File: src/rtl/ins_route_if.sv
// Bundle handshake between an instruction source and ins_route, plus the routed output side.
// The master drives instruction bundles and out_ready; the slave (ins_route) answers.
interface ins_route_if #(
  parameter int LANES  = 4,
  parameter int DES_W  = 4,
  parameter int SRC1_W = 4,
  parameter int SRC2_W = 4,
  parameter int IMM_W  = 4,
  parameter int BR_W   = 3,
  parameter int OP_W   = 4
);
  logic                    in_valid;
  logic                    in_ready;
  logic [LANES-1:0]        in_vld;
  logic [LANES-1:0]        in_mem;
  logic [LANES*DES_W-1:0]  in_des;
  logic [LANES*SRC1_W-1:0] in_s1;
  logic [LANES*SRC2_W-1:0] in_s2;
  logic [LANES*OP_W-1:0]   in_op;
  logic [LANES*BR_W-1:0]   in_br;
  logic [LANES*IMM_W-1:0]  in_imm;

  logic                    out_valid;
  logic                    out_ready;
  logic [LANES-1:0]        out_vld;
  logic [LANES*DES_W-1:0]  out_des;
  logic [LANES*SRC1_W-1:0] out_s1;
  logic [LANES*SRC2_W-1:0] out_s2;
  logic [LANES*OP_W-1:0]   out_op;
  logic [LANES*BR_W-1:0]   out_br;
  logic [LANES*IMM_W-1:0]  out_imm;
  logic                    out_split;
  logic [15:0]             split_cnt;

  modport master (
    output in_valid, in_vld, in_mem, in_des, in_s1, in_s2, in_op, in_br, in_imm, out_ready,
    input  in_ready, out_valid, out_vld, out_des, out_s1, out_s2, out_op, out_br, out_imm,
           out_split, split_cnt
  );

  modport slave (
    input  in_valid, in_vld, in_mem, in_des, in_s1, in_s2, in_op, in_br, in_imm, out_ready,
    output in_ready, out_valid, out_vld, out_des, out_s1, out_s2, out_op, out_br, out_imm,
           out_split, split_cnt
  );
endinterface

File: src/rtl/ins_route.sv
// Issue router: sends at most one load/store per cycle to the last lane, splitting bundles
// that carry several memory ops into consecutive in-order issue cycles.
//   state | meaning
//   IDLE  | no residual, ready for a new input bundle
//   SPLIT | residual lanes held, issuing them before accepting more input
module ins_route #(
  parameter int LANES  = 4,
  parameter int DES_W  = 4,
  parameter int SRC1_W = 4,
  parameter int SRC2_W = 4,
  parameter int IMM_W  = 4,
  parameter int BR_W   = 3,
  parameter int OP_W   = 4
) (
  input  logic        clk,
  input  logic        rst,
  ins_route_if.slave  bus
);
  localparam int IW = (LANES > 1) ? $clog2(LANES) : 1;
  localparam logic [IW-1:0] LAST = IW'(LANES - 1);

  typedef enum logic {IDLE, SPLIT} state_t;
  state_t state;

  logic [LANES-1:0]        res_vld, res_mem;
  logic [LANES*DES_W-1:0]  res_des;
  logic [LANES*SRC1_W-1:0] res_s1;
  logic [LANES*SRC2_W-1:0] res_s2;
  logic [LANES*OP_W-1:0]   res_op;
  logic [LANES*BR_W-1:0]   res_br;
  logic [LANES*IMM_W-1:0]  res_imm;

  logic [LANES-1:0]        w_vld, w_mem, issue, left, r_vld;
  logic [LANES*DES_W-1:0]  w_des, r_des;
  logic [LANES*SRC1_W-1:0] w_s1, r_s1;
  logic [LANES*SRC2_W-1:0] w_s2, r_s2;
  logic [LANES*OP_W-1:0]   w_op, r_op;
  logic [LANES*BR_W-1:0]   w_br, r_br;
  logic [LANES*IMM_W-1:0]  w_imm, r_imm;
  logic                    idle, can_go, adv, seen, stop, mem_iss;
  logic [IW-1:0]           slot, dst;

  logic                    out_valid_q, out_split_q;
  logic [LANES-1:0]        out_vld_q;
  logic [LANES*DES_W-1:0]  out_des_q;
  logic [LANES*SRC1_W-1:0] out_s1_q;
  logic [LANES*SRC2_W-1:0] out_s2_q;
  logic [LANES*OP_W-1:0]   out_op_q;
  logic [LANES*BR_W-1:0]   out_br_q;
  logic [LANES*IMM_W-1:0]  out_imm_q;
  logic [15:0]             split_cnt_q;

  always_comb begin
    idle   = (state == IDLE);
    can_go = !out_valid_q || bus.out_ready;
    adv    = can_go && (idle ? bus.in_valid : 1'b1);
    w_vld  = idle ? bus.in_vld : res_vld;
    w_mem  = idle ? bus.in_mem : res_mem;
    w_des  = idle ? bus.in_des : res_des;
    w_s1   = idle ? bus.in_s1  : res_s1;
    w_s2   = idle ? bus.in_s2  : res_s2;
    w_op   = idle ? bus.in_op  : res_op;
    w_br   = idle ? bus.in_br  : res_br;
    w_imm  = idle ? bus.in_imm : res_imm;

    // Issue every valid lane older than the second valid memory lane.
    issue = '0; seen = 1'b0; stop = 1'b0; mem_iss = 1'b0;
    for (int i = 0; i < LANES; i++) begin
      if (w_vld[i] && w_mem[i]) begin
        stop = stop | seen;
        seen = 1'b1;
      end
      if (w_vld[i] && !stop) begin
        issue[i] = 1'b1;
        if (w_mem[i]) mem_iss = 1'b1;
      end
    end
    left = w_vld & ~issue;

    r_vld = '0; r_des = '0; r_s1 = '0; r_s2 = '0; r_op = '0; r_br = '0; r_imm = '0;
    slot = '0; dst = '0;
    if (!mem_iss) begin
      r_vld = issue; r_des = w_des; r_s1 = w_s1; r_s2 = w_s2;
      r_op  = w_op;  r_br  = w_br;  r_imm = w_imm;
    end else begin
      for (int i = 0; i < LANES; i++) begin
        if (issue[i]) begin
          if (w_mem[i]) dst = LAST;
          else begin
            dst  = slot;
            slot = slot + 1'b1;
          end
          r_vld[dst] = 1'b1;
          r_des[dst*DES_W +: DES_W]  = w_des[i*DES_W +: DES_W];
          r_s1[dst*SRC1_W +: SRC1_W] = w_s1[i*SRC1_W +: SRC1_W];
          r_s2[dst*SRC2_W +: SRC2_W] = w_s2[i*SRC2_W +: SRC2_W];
          r_op[dst*OP_W +: OP_W]     = w_op[i*OP_W +: OP_W];
          r_br[dst*BR_W +: BR_W]     = w_br[i*BR_W +: BR_W];
          r_imm[dst*IMM_W +: IMM_W]  = w_imm[i*IMM_W +: IMM_W];
        end
      end
    end
  end

  always_ff @(posedge clk or posedge rst) begin
    if (rst) begin
      state <= IDLE;
      res_vld <= '0; res_mem <= '0; res_des <= '0; res_s1 <= '0;
      res_s2  <= '0; res_op  <= '0; res_br  <= '0; res_imm <= '0;
      out_valid_q <= 1'b0; out_split_q <= 1'b0; out_vld_q <= '0;
      out_des_q <= '0; out_s1_q <= '0; out_s2_q <= '0; out_op_q <= '0;
      out_br_q  <= '0; out_imm_q <= '0; split_cnt_q <= '0;
    end else if (adv) begin
      state   <= (|left) ? SPLIT : IDLE;
      res_vld <= left;  res_mem <= w_mem; res_des <= w_des; res_s1 <= w_s1;
      res_s2  <= w_s2;  res_op  <= w_op;  res_br  <= w_br;  res_imm <= w_imm;
      out_valid_q <= |issue;
      // An all-invalid bundle issues nothing and leaves the output register untouched.
      if (|issue) begin
        out_vld_q <= r_vld; out_des_q <= r_des; out_s1_q <= r_s1; out_s2_q <= r_s2;
        out_op_q  <= r_op;  out_br_q  <= r_br;  out_imm_q <= r_imm;
        out_split_q <= !idle || (|left);
        if (!idle && split_cnt_q != 16'hFFFF) split_cnt_q <= split_cnt_q + 16'd1;
      end
    end else if (bus.out_ready) begin
      out_valid_q <= 1'b0;
    end
  end

  assign bus.in_ready  = idle && can_go;
  assign bus.out_valid = out_valid_q;
  assign bus.out_vld   = out_vld_q;
  assign bus.out_des   = out_des_q;
  assign bus.out_s1    = out_s1_q;
  assign bus.out_s2    = out_s2_q;
  assign bus.out_op    = out_op_q;
  assign bus.out_br    = out_br_q;
  assign bus.out_imm   = out_imm_q;
  assign bus.out_split = out_split_q;
  assign bus.split_cnt = split_cnt_q;
endmodule
File: src/flat_wrapper.sv
// flat-port wrapper written by rule: the top's interface ports become plain ports
module ins_route_flat 
#(
  parameter int LANES  = 4,
  parameter int DES_W  = 4,
  parameter int SRC1_W = 4,
  parameter int SRC2_W = 4,
  parameter int IMM_W  = 4,
  parameter int BR_W   = 3,
  parameter int OP_W   = 4
)
  (clk, rst, bus_in_valid, bus_in_vld, bus_in_mem, bus_in_des, bus_in_s1, bus_in_s2, bus_in_op, bus_in_br, bus_in_imm, bus_out_ready, bus_in_ready, bus_out_valid, bus_out_vld, bus_out_des, bus_out_s1, bus_out_s2, bus_out_op, bus_out_br, bus_out_imm, bus_out_split, bus_split_cnt);
  ins_route_if #(.LANES(LANES), .DES_W(DES_W), .SRC1_W(SRC1_W), .SRC2_W(SRC2_W), .IMM_W(IMM_W), .BR_W(BR_W), .OP_W(OP_W)) bus_i ();
  input  logic clk;
  input  logic rst;
  input wire logic [$bits(bus_i.in_valid)-1:0] bus_in_valid;
  input wire logic [$bits(bus_i.in_vld)-1:0] bus_in_vld;
  input wire logic [$bits(bus_i.in_mem)-1:0] bus_in_mem;
  input wire logic [$bits(bus_i.in_des)-1:0] bus_in_des;
  input wire logic [$bits(bus_i.in_s1)-1:0] bus_in_s1;
  input wire logic [$bits(bus_i.in_s2)-1:0] bus_in_s2;
  input wire logic [$bits(bus_i.in_op)-1:0] bus_in_op;
  input wire logic [$bits(bus_i.in_br)-1:0] bus_in_br;
  input wire logic [$bits(bus_i.in_imm)-1:0] bus_in_imm;
  input wire logic [$bits(bus_i.out_ready)-1:0] bus_out_ready;
  output wire logic [$bits(bus_i.in_ready)-1:0] bus_in_ready;
  output wire logic [$bits(bus_i.out_valid)-1:0] bus_out_valid;
  output wire logic [$bits(bus_i.out_vld)-1:0] bus_out_vld;
  output wire logic [$bits(bus_i.out_des)-1:0] bus_out_des;
  output wire logic [$bits(bus_i.out_s1)-1:0] bus_out_s1;
  output wire logic [$bits(bus_i.out_s2)-1:0] bus_out_s2;
  output wire logic [$bits(bus_i.out_op)-1:0] bus_out_op;
  output wire logic [$bits(bus_i.out_br)-1:0] bus_out_br;
  output wire logic [$bits(bus_i.out_imm)-1:0] bus_out_imm;
  output wire logic [$bits(bus_i.out_split)-1:0] bus_out_split;
  output wire logic [$bits(bus_i.split_cnt)-1:0] bus_split_cnt;
  assign bus_i.in_valid = bus_in_valid;
  assign bus_i.in_vld = bus_in_vld;
  assign bus_i.in_mem = bus_in_mem;
  assign bus_i.in_des = bus_in_des;
  assign bus_i.in_s1 = bus_in_s1;
  assign bus_i.in_s2 = bus_in_s2;
  assign bus_i.in_op = bus_in_op;
  assign bus_i.in_br = bus_in_br;
  assign bus_i.in_imm = bus_in_imm;
  assign bus_i.out_ready = bus_out_ready;
  assign bus_in_ready = bus_i.in_ready;
  assign bus_out_valid = bus_i.out_valid;
  assign bus_out_vld = bus_i.out_vld;
  assign bus_out_des = bus_i.out_des;
  assign bus_out_s1 = bus_i.out_s1;
  assign bus_out_s2 = bus_i.out_s2;
  assign bus_out_op = bus_i.out_op;
  assign bus_out_br = bus_i.out_br;
  assign bus_out_imm = bus_i.out_imm;
  assign bus_out_split = bus_i.out_split;
  assign bus_split_cnt = bus_i.split_cnt;
  ins_route #(.LANES(LANES), .DES_W(DES_W), .SRC1_W(SRC1_W), .SRC2_W(SRC2_W), .IMM_W(IMM_W), .BR_W(BR_W), .OP_W(OP_W)) u_core (.clk(clk), .rst(rst), .bus(bus_i));
endmodule
File: config.mk
export PLATFORM = sky130hd
export DESIGN_NAME = ins_route_flat
export DESIGN_NICKNAME = d
export VERILOG_FILES = /design/src/rtl/ins_route_if.sv /design/src/rtl/ins_route.sv /design/src/flat_wrapper.sv
export SDC_FILE = /design/constraint.sdc
export NUM_CORES = 1
export LEC_CHECK = 0
export ABC_AREA = 1
export BUFFER_PORTS_ARGS = -buffer_cell sky130_fd_sc_hd__clkbuf_2
export CAP_MARGIN = 20
export CORE_ASPECT_RATIO = 0.9
export CORE_MARGIN = 5
export CORE_UTILIZATION = 35
export DETAILED_ROUTE_END_ITERATION = 16
export PLACE_DENSITY = 0.62
export SYNTH_ARGS = -nofsm -noshare
export SYNTH_HDL_FRONTEND = slang
export SYNTH_SLANG_ARGS = --single-unit
File: constraint.sdc
create_clock -name clk -period 11.53 [get_ports clk]
set_input_delay 2.306 -clock clk [delete_from_list [all_inputs] [get_ports clk]]
set_output_delay 2.306 -clock clk [all_outputs]
set_load 0.01 [all_outputs]
==> impl_summary.md, run 1 <==
Power
The worst-case IR drop observed on VDD is 0.117 mV. The power density over cell area is around 280 nW/µm². The analysis attributes to cell leakage a power of approximately 8.9 nW.

GRT
The total overflow left after global routing is 0. Entering global routing, the biggest net connects about 100 pins. The wire length of the first global-routing pass is 103000 µm. The total global-route track usage is 27.2%. The number of global-route vias before repair is 16315. The initial antenna violation count is 1.

Timing
Setup repair after global routing left no endpoint under its margin. Of the available clock period, the critical path in the final layout requires slightly below 60%. The count of pins over their slew limit is 0. The final number of hold-violating endpoints is 0. The worst setup skew after layout is 0.0315 ns. The post-layout worst setup margin is around 4.7 ns. The top achievable clock speed is 147 MHz.

The slew at the pin closest to its max-slew limit is roughly 1.2 ns. The worst pin sits at a relative slew slack of between 20% and 30%. In the final timing run, aggregate negative setup slack is 0 ns. Counting I/O delays and the setup requirement, the final critical path takes 6.81 ns. The total of endpoints with negative setup slack in the final report is 0.

Floorplanning
The number of placement rows is 73. The floorplan die height is approximately 210 µm. The area enclosed by the die boundary is between 40000 and 50000 µm². The number of top-level design ports is about 220. For this configuration, the core starts out at a cell density of a little over a third. From left edge to right edge, the die measures 232 µm. The core outline area is ~44000 µm².

Worst setup path
Traced cell by cell, the critical path runs through clkbuf_2, nand2_2, nor2_4, a21oi_4, nand2_1, inv_1, nor2_1, nand3_1, nand3_1, inv_1, ha_1, inv_1, nor2_1, inv_1, nand3_1, nand3_1, nand2_1, nand2_1. The worst register-to-register path begins at u_core.state. Of all nets on the critical path, the largest fanout is 32. The required arrival time at the worst endpoint is roughly 12 ns.

The delay of the slowest cell on the worst path is 0.81 ns. The endpoint identified for the worst register-to-register timing path is u_core.bus.out_op[2]. Counting both buffers and inverters, the worst setup path holds a total of 5. The worst reg-to-reg setup slack is slightly below 5 ns.

STA classifies the critical path startpoint as an input port. On the critical path the largest part of the delay comes from simple AND/OR/NAND/NOR gates. STA classifies the critical path endpoint as a flip-flop. The number of cells on the critical path is 18. The cell with the largest stage delay on the worst path is nand2_1. Data arrives at the worst endpoint at approximately 7.3 ns.

By startpoint and endpoint, the worst setup path is classified as input port to flip-flop. The cell depth of the worst flop-to-flop path is 18.

Status
The run finished with clean final reports.

Routing
The met1 routed wirelength after detailed routing is approximately 28000 µm. In the final routed layout, each cell accounts on average for about 21 µm. The top routing layer in use is met5. The detailed-route vias per instance is approximately 5.4. In the routed design, unresolved DRC markers number 0. After the first detailed-routing iteration, the DRC count stood at roughly 2000. In the detailed route, the total length drawn on met2 is about 31000 µm. The detail route stage leaves a number of antenna-violating nets equal to 0.

The final wirelength is 67500 µm. The pre-antenna-repair detailed-routing pass consisted of 5 iterations. The total via count in the routed design is approximately 17000. In the detailed route, the total length drawn on met3 is roughly 5200 µm.

Worst hold path
Counting instances, the worst hold path has a depth of 2. The sink of the worst hold path is u_core.res_des[13]. The startpoint of the lowest-slack hold path is u_core.res_des[13].

The min-delay analysis places its worst path in the category flip-flop to flip-flop.

Clock network
In this run the number of H-tree levels came out at 1. The maximum clock insertion buffer count is 3. The clock latency of the later-clocked register in the worst-skew pair is ~0.58 ns. The cts-stage hold buffer count is 0. In this run the clock root is driven by a clkbuf_16. In this run, CTS created clock tree buffers numbering 25. After clock tree synthesis, the clock-pin slew on the worst setup and hold paths is ~0.06 ns. The clock tree from TritonCTS is built. The post-cts gate resize count is 0.

The total setup buffers inserted after CTS is 0. The TritonCTS sink count is 213.

Cells and area
The finished layout holds 3183 standard cells, fillers aside. 0 antenna diodes ended up in the layout. The layout-stage area growth over the synthesis result is 15.5%. Cells with a size suffix above 1 make up between 15 and 20% of the layout. The count of nets after finishing is between 2000 and 3000.

Counting the fill cells in the layout gives 4891.

Logic synthesis
The number of storage elements in the synthesis netlist is approximately 210. The synthesized cell area is roughly 16000 µm². Sequential elements use approximately a third of the synthesized area. Counting flops with an async set or reset pin after synthesis yields a share of 100%. Multiplexer cells account for 1.03% of the synthesized area. The share of the synthesized area in compound gates (AO/OA/AOI/OAI) is 11.4%. The synthesized netlist devotes 41.0% of its cell area to simple gates. The number of different library cells used by synthesis comes to 39. The most used flip-flop cell after synthesis is dfrtp_1.

Of the total synthesized cell area, the portion taken by XOR and XNOR cells is less than 1%. The number of enable flip-flop cells after synthesis is 0. The count of warnings emitted by yosys is 0. The post-synthesis net count is 2569. The synthesized netlist devotes under 10% of its cell area to adder and majority cells.

The number of instances in the synthesized netlist is 2443. By area, the combinational part of the netlist is dominated by simple AND/OR/NAND/NOR gates. The average footprint of a synthesized cell is 6.35 µm².

Placement
The number of placed instances with taps included is about 3100. Detailed placement finished with a half-perimeter wire length of between 40000 and 50000 µm. The pre-CTS worst setup slack is 3.90 ns. Routability-driven placement finished with a final weighted congestion of 0.993.

Buffers placed on the I/O ports in this run total between 200 and 250.

Flow run
Max-cap violations in this run came to 0.
==> how the worst max path moves through the flow <==
| stage | slack [ns] | endpoint | startpoint |
|---|---|---|---|
| finish | 4.72 | u_core.bus.out_op[2] | bus_in_vld[0] |
| floorplan | 3.40 | u_core.bus.out_br[0] | rst |
| CTS | 4.48 | u_core.bus.out_br[5] | bus_in_vld[0] |
| global placement | 3.94 | u_core.bus.out_br[5] | bus_in_vld[0] |
| detailed placement | 3.90 | u_core.bus.out_br[4] | bus_in_vld[0] |
| global route | 4.33 | u_core.bus.out_op[3] | u_core.state |
==> cells by family (layout without fill, tap and decap cells) <==
| family | Yosys count | in the layout |
|---|---|---|
| AND/OR/NAND/NOR | 1472 | 1472 |
| buffers and inverters | 369 | 509 |
| AO/OA/AOI/OAI | 337 | 337 |
| flip-flops | 213 | 213 |
| adder cells (fa/ha/maj) | 22 | 22 |
| multiplexers | 16 | 16 |
| XOR/XNOR | 14 | 14 |
==> synthesized netlist by cell type, types with 2 or more instances <==
library cell | n | area (µm²)
a22oi_1 | 12 | 90.1
o21ai_1 | 17 | 85.1
nor3b_1 | 5 | 37.5
nor3_1 | 90 | 450
nand2_2 | 10 | 62.6
buf_2 | 61 | 305
nand2_1 | 753 | 2830
o21a_1 | 3 | 22.5
clkbuf_2 | 2 | 10.0
nand3b_1 | 14 | 105
ha_1 | 22 | 275
or2_2 | 38 | 238
clkbuf_1 | 91 | 342
a21oi_1 | 87 | 435
nor2_1 | 227 | 852
xnor2_1 | 6 | 52.6
buf_1 | 13 | 48.8
buf_4 | 9 | 67.6
o21ai_0 | 205 | 1030
o211ai_1 | 7 | 52.6
inv_1 | 169 | 634
inv_2 | 10 | 37.5
mux2i_1 | 16 | 160
clkinv_1 | 14 | 52.6
nor2_4 | 5 | 56.3
dfrtp_1 | 213 | 5330
nand3_2 | 3 | 30.0
xor2_1 | 8 | 70.1
nand3_1 | 290 | 1450
nand4_1 | 34 | 213
==> cell type report <==
| class | instances | area [µm²] | area share (%) |
|---|---|---|---|
| well taps | 600 | 751 | 4.19 |
| inverters | 193 | 733 | 4.10 |
| flip-flops and latches | 213 | 5330 | 29.8 |
| clock buffers | 36 | 727 | 4.06 |
| repair buffers | 270 | 1510 | 8.43 |
| multi-input cells | 1861 | 8720 | 48.7 |
| clock inverters | 10 | 129 | 0.720 |
==> registers in the layout (all words and copies together) (netlist names) <==
register,flops
u_core.bus.out_br,12
u_core.bus.out_des,16
u_core.bus.out_imm,16
u_core.bus.out_op,16
u_core.bus.out_s1,16
u_core.bus.out_s2,16
u_core.bus.out_split,1
u_core.bus.out_valid,1
u_core.bus.out_vld,4
u_core.bus.split_cnt,16
u_core.res_br,12
u_core.res_des,16
u_core.res_imm,16
u_core.res_mem,3
u_core.res_op,16
u_core.res_s1,16
u_core.res_s2,16
u_core.res_vld,3
u_core.state,1
==> power breakdown <==
group	internal (mW)	leakage, nW	switching (mW)
Sequential	1.09	2.63	0.239
Clock	0.488	0.426	0.355
Combinational	0.823	5.83	2.05
==> metal layers <==
layer,vias to the layer above,track usage (%)
li1,8129,-
met1,8118,37.2
met2,739,43.5
met3,146,4.59
met4,2,9.86
met5,-,0
==> worst register-to-register path, cell delays in order, from the launching register on <==
cell     delay [ns]
dfrtp_4        0.71
inv_2          0.91
nand2_2        0.25
nor2_4         0.41
a21oi_4        0.34
nand2_1        0.82
inv_1          0.14
nor2_1         0.35
nand3_1        0.13
nand3_1        0.20
inv_1          0.14
ha_1           0.27
inv_1          0.61
nor2_1         0.11
inv_1          0.72
nand3_1        0.24
nand3_1        0.15
nand2_1        0.09
nand2_1        0.06
==> placed cells by master (no fill, tap or decap), types with 16 or more instances in the layout <==
cell	Yosys	routed
clkbuf_2	2	218
ha_1	22	22
nand3_1	290	289
dfrtp_1	213	212
nand2_1	753	753
nand4_1	34	34
a21oi_1	87	87
o21ai_0	205	203
clkbuf_16	0	25
or2_2	38	38
o21ai_1	17	18
buf_4	9	49
inv_1	169	168
nor2_1	227	225
mux2i_1	16	16
nor3_1	90	88
==> stage by stage <==
stage / total power, mW / utilization [%] / area [µm²] / hold slack, ns
final: 5.05 / 40.7 / 17900 / 0.479
after global routing: 5.43 / 40.7 / 17900 / 0.502
after CTS: 5.01 / 40.6 / 17900 / 0.481
after detailed placement: 4.15 / 38.6 / 17000 / 0.465
after global placement: 4.12 / 38.6 / 17000 / 0.458
after floorplan: 3.09 / - / 15500 / 0.446
Note: power is estimated with default switching activity, not from simulation.
==> inputs of run 2 (changes only) <==
PLACE_DENSITY = 0.64   (was 0.62)
clock period = 5.55 ns   (was 11.53 ns; I/O delays follow)
==> run 2 against run 1 <==
Compared with the run above:
- cell area increased by 0.62%
- die area unchanged
- final cell count increased by 0.66%
- power increased by 110%
- clock skew decreased by 0.00099 ns
- largest cell class unchanged
- critical path depth increased by 5
- critical endpoint is now u_core.bus.out_op[12]
==> impl_summary.md, run 2 (synthesis gave the netlist of run 1 again) <==
Timing
The count of pins over their slew limit is 0 (unchanged). The worst path uses ~86% of the clock period. The routed design could run at a clock period as short as ~4.7 ns. The top achievable clock speed is approximately 210 MHz. The final worst hold slack is 0.479 ns (about the same).

The total negative setup slack was 0 ns (unchanged). Unrepaired setup endpoints after global routing: false (unchanged). The total of endpoints with negative setup slack in the final report came to 0 (unchanged). The slew at the pin closest to its max-slew limit came to 1.18 ns (was 1.17 ns). The worst slew margin relative to its limit was 20.6% (was 21.7%). The final number of hold-violating endpoints is 0 (unchanged).

The worst setup skew after layout is 0.0305 ns (was 0.0315 ns).

Cells and area
The non-filler instance count after layout came to 3204 (was 3183). The diode insertion count for antenna repair is 0 (unchanged). Most frequent cells in the layout: 753 x nand2_1, 289 x nand3_1, 226 x nor2_1, 218 x clkbuf_2, 212 x dfrtp_1 (was 753 x nand2_1, 289 x nand3_1, 225 x nor2_1, 218 x clkbuf_2, 212 x dfrtp_1). The most frequent standard cell in the layout excluding fill and tap cells was nand2_1 (unchanged). The layout-stage area growth over the synthesis result is 16.2% (was 15.5%). The count of nets after finishing came to 2710 (was 2690). The number of filler cells placed in the layout is 4782 (was 4891). The final design utilization is 40.9% (was 40.7%). The share of final-layout standard cells stronger than drive strength 1 was 15.7% (was 15.1%).

Power
The leakage power figure is 8.94 nW (was 8.88 nW). The power density over cell area came to 587 nW/µm² (was 282 nW/µm²). The worst IR drop on VDD is 0.285 mV (was 0.117 mV).

GRT
The wire length of the first global-routing pass is 105000 µm (was 103000 µm). The initial antenna violation count is 0 (was 1). The pin count of the biggest net entering global routing is 130 (was 104). The number of global-route vias before repair came to 16798 (was 16315). The leftover overflow at the end of global routing is 0 (unchanged).

The total global-route track usage is 27.7% (was 27.2%).

Routing
The detailed-route vias per instance is 5.44 (was 5.38). The initial detailed-routing violation count was 1890 (was 2010). The total via count in the routed design is 17418 (was 17134).

The number of nets with antenna violations after routing is 0 (unchanged). The number of optimization iterations in the first detailed-route pass is 6 (was 5). The final wirelength is 69500 µm (was 67500 µm).

The wire length per cell after detailed routing was 21.7 µm (was 21.2 µm). The final routed DRC violation total is 0 (unchanged).

Worst setup path
The endpoint of the worst-slack reg-to-reg timing path is u_core.bus.out_op[12] (was u_core.bus.out_op[2]). The required arrival time at the worst endpoint was 6.00 ns (was 12.02 ns). The endpoint arrival time on the critical path is 5.20 ns (was 7.30 ns). The worst reg-to-reg setup slack is 0.80 ns (was 4.81 ns). The largest fanout on the critical path came to 26 (was 32). The class of the most critical setup path is flip-flop to flip-flop (was input port to flip-flop). The critical path startpoint category is a flip-flop (was input port). The kind of end point of the critical path is a flip-flop (unchanged). The startpoint of the lowest-slack register-to-register path was u_core.state (unchanged). The cell depth of the worst flop-to-flop path came to 23 (was 18).

Worst hold path
The sink of the worst hold path is u_core.bus.out_des[8] (was u_core.res_des[13]). The hold-critical path depth was 2 (unchanged). The worst hold-check path type is flip-flop to flip-flop (unchanged). The startpoint of the lowest-slack hold path is u_core.bus.out_des[8] (was u_core.res_des[13]).

Clock network
The clock tree root driver cell is clkbuf_16 (unchanged). The maximum level of the CTS H-tree is 1 (unchanged). The maximum clock insertion buffer count is 3 (unchanged). The TritonCTS sink count is 213 (unchanged).

The clock tree from TritonCTS is built (unchanged). The post-cts gate resize count is 0 (unchanged). The total setup buffers inserted after CTS is 0 (unchanged). The cts-stage hold buffer count is 0 (unchanged).

The clock latency of the later-clocked register in the worst-skew pair is 0.57 ns (was 0.58 ns). The clock buffer count from CTS came to 26 (was 25). The clock transition at the registers of the reported paths is 0.06 ns (about the same).

Placement
The placer's final routability congestion estimate was 0.990 (was 0.993). The count of port buffers added during placement is 218 (unchanged). The detailed-placement wirelength estimate was 50000 µm (was 48700 µm). The number of placed instances with taps included is 3155 (was 3134).

Floorplanning
The number of placement rows is 73 (unchanged). The horizontal extent of the die is 232 µm (unchanged). The area enclosed by the die boundary is 48600 µm² (unchanged). The core outline area is 44000 µm² (unchanged).

The floorplan die height is 210 µm (unchanged). The number of top-level design ports came to 219 (unchanged). The effective utilization at floorplan is 35.2% (unchanged).

Status
Result of the run: finished clean (unchanged).

Flow run
The number of maximum-capacitance constraint violations is 0 (unchanged).
[run 2: cell count changes in the layout (fill, tap and decap cells not counted), sizes merged]
cell / change
bufinv: -1
buf: +19
clkinvlp: +5
clkinv: +1
inv: -4
clkbuf: +1
[run 2: layout make-up]
cell class                      instances  area, µm²  area share (%)
Inverter                              193        729            4.05
Multi-Input combinational cell       1861       8710            48.3
Timing Repair Buffer                  289       1640            9.13
Clock buffer                           37        753            4.18
Sequential cell                       213       5330            29.6
Clock inverter                         11       97.6           0.542
Tap cell                              600        751            4.17
[run 2: worst max-delay path by stage]
stage	cells after the start	slack (ns)	start	to
floorplan	23	1.05	bus_in_vld[0]	u_core.bus.out_op[10]
global placement	22	0.48	bus_in_vld[0]	u_core.bus.out_op[12]
detailed placement	22	0.42	bus_in_vld[0]	u_core.bus.out_op[12]
CTS	20	0.90	u_core.state	u_core.bus.out_des[10]
global route	20	0.51	u_core.state	u_core.bus.out_des[11]
finish	23	0.80	u_core.state	u_core.bus.out_op[12]
[run 2: layer usage]
metal / up-vias / GRT usage [%] / part of all wire, %
met5: - / 0 / 0
met4: 0 / 12.4 / 5.3
met3: 180 / 5.11 / 7.4
met2: 795 / 43.8 / 45
met1: 8274 / 37.2 / 42
li1: 8169 / - / -
[run 2: per-stage QoR]
stage	instance area [µm²]	total power, mW	setup slack (ns)
floorplan	15500	6.42	1.05
global placement	17100	8.67	0.477
detailed placement	17200	8.73	0.425
CTS	18000	10.5	0.901
global route	18000	11.3	0.507
finish	18000	10.6	0.800
[run 2: where the power goes]
group          total (mW)  switching [mW]  internal, mW  leakage (nW)
clock                1.74           0.746         0.994         0.408
combinational        6.06            4.34          1.73          5.91
sequential           2.76           0.491          2.27          2.63
total                10.6            5.58          4.99          8.94
[run 2: worst max-delay path: stages (launching register included)]
cell and delay (ns):
dfrtp_4 0.56, inv_2 0.16, nand2_1 0.09, nand2_1 0.13, inv_1 0.08, a21oi_2 0.60, nand2_1 0.10, nand2_1 0.14
inv_1 0.07, ha_1 0.27, inv_1 0.03, nand4_1 0.10, nand2_1 0.06, nor2_1 0.29, buf_4 0.36, ha_1 0.68
buf_4 0.29, nor2_1 0.13, nand2_1 0.13, inv_1 0.05, nand2_1 0.06, nand2_1 0.09, nand3_1 0.10, nand2_1 0.06
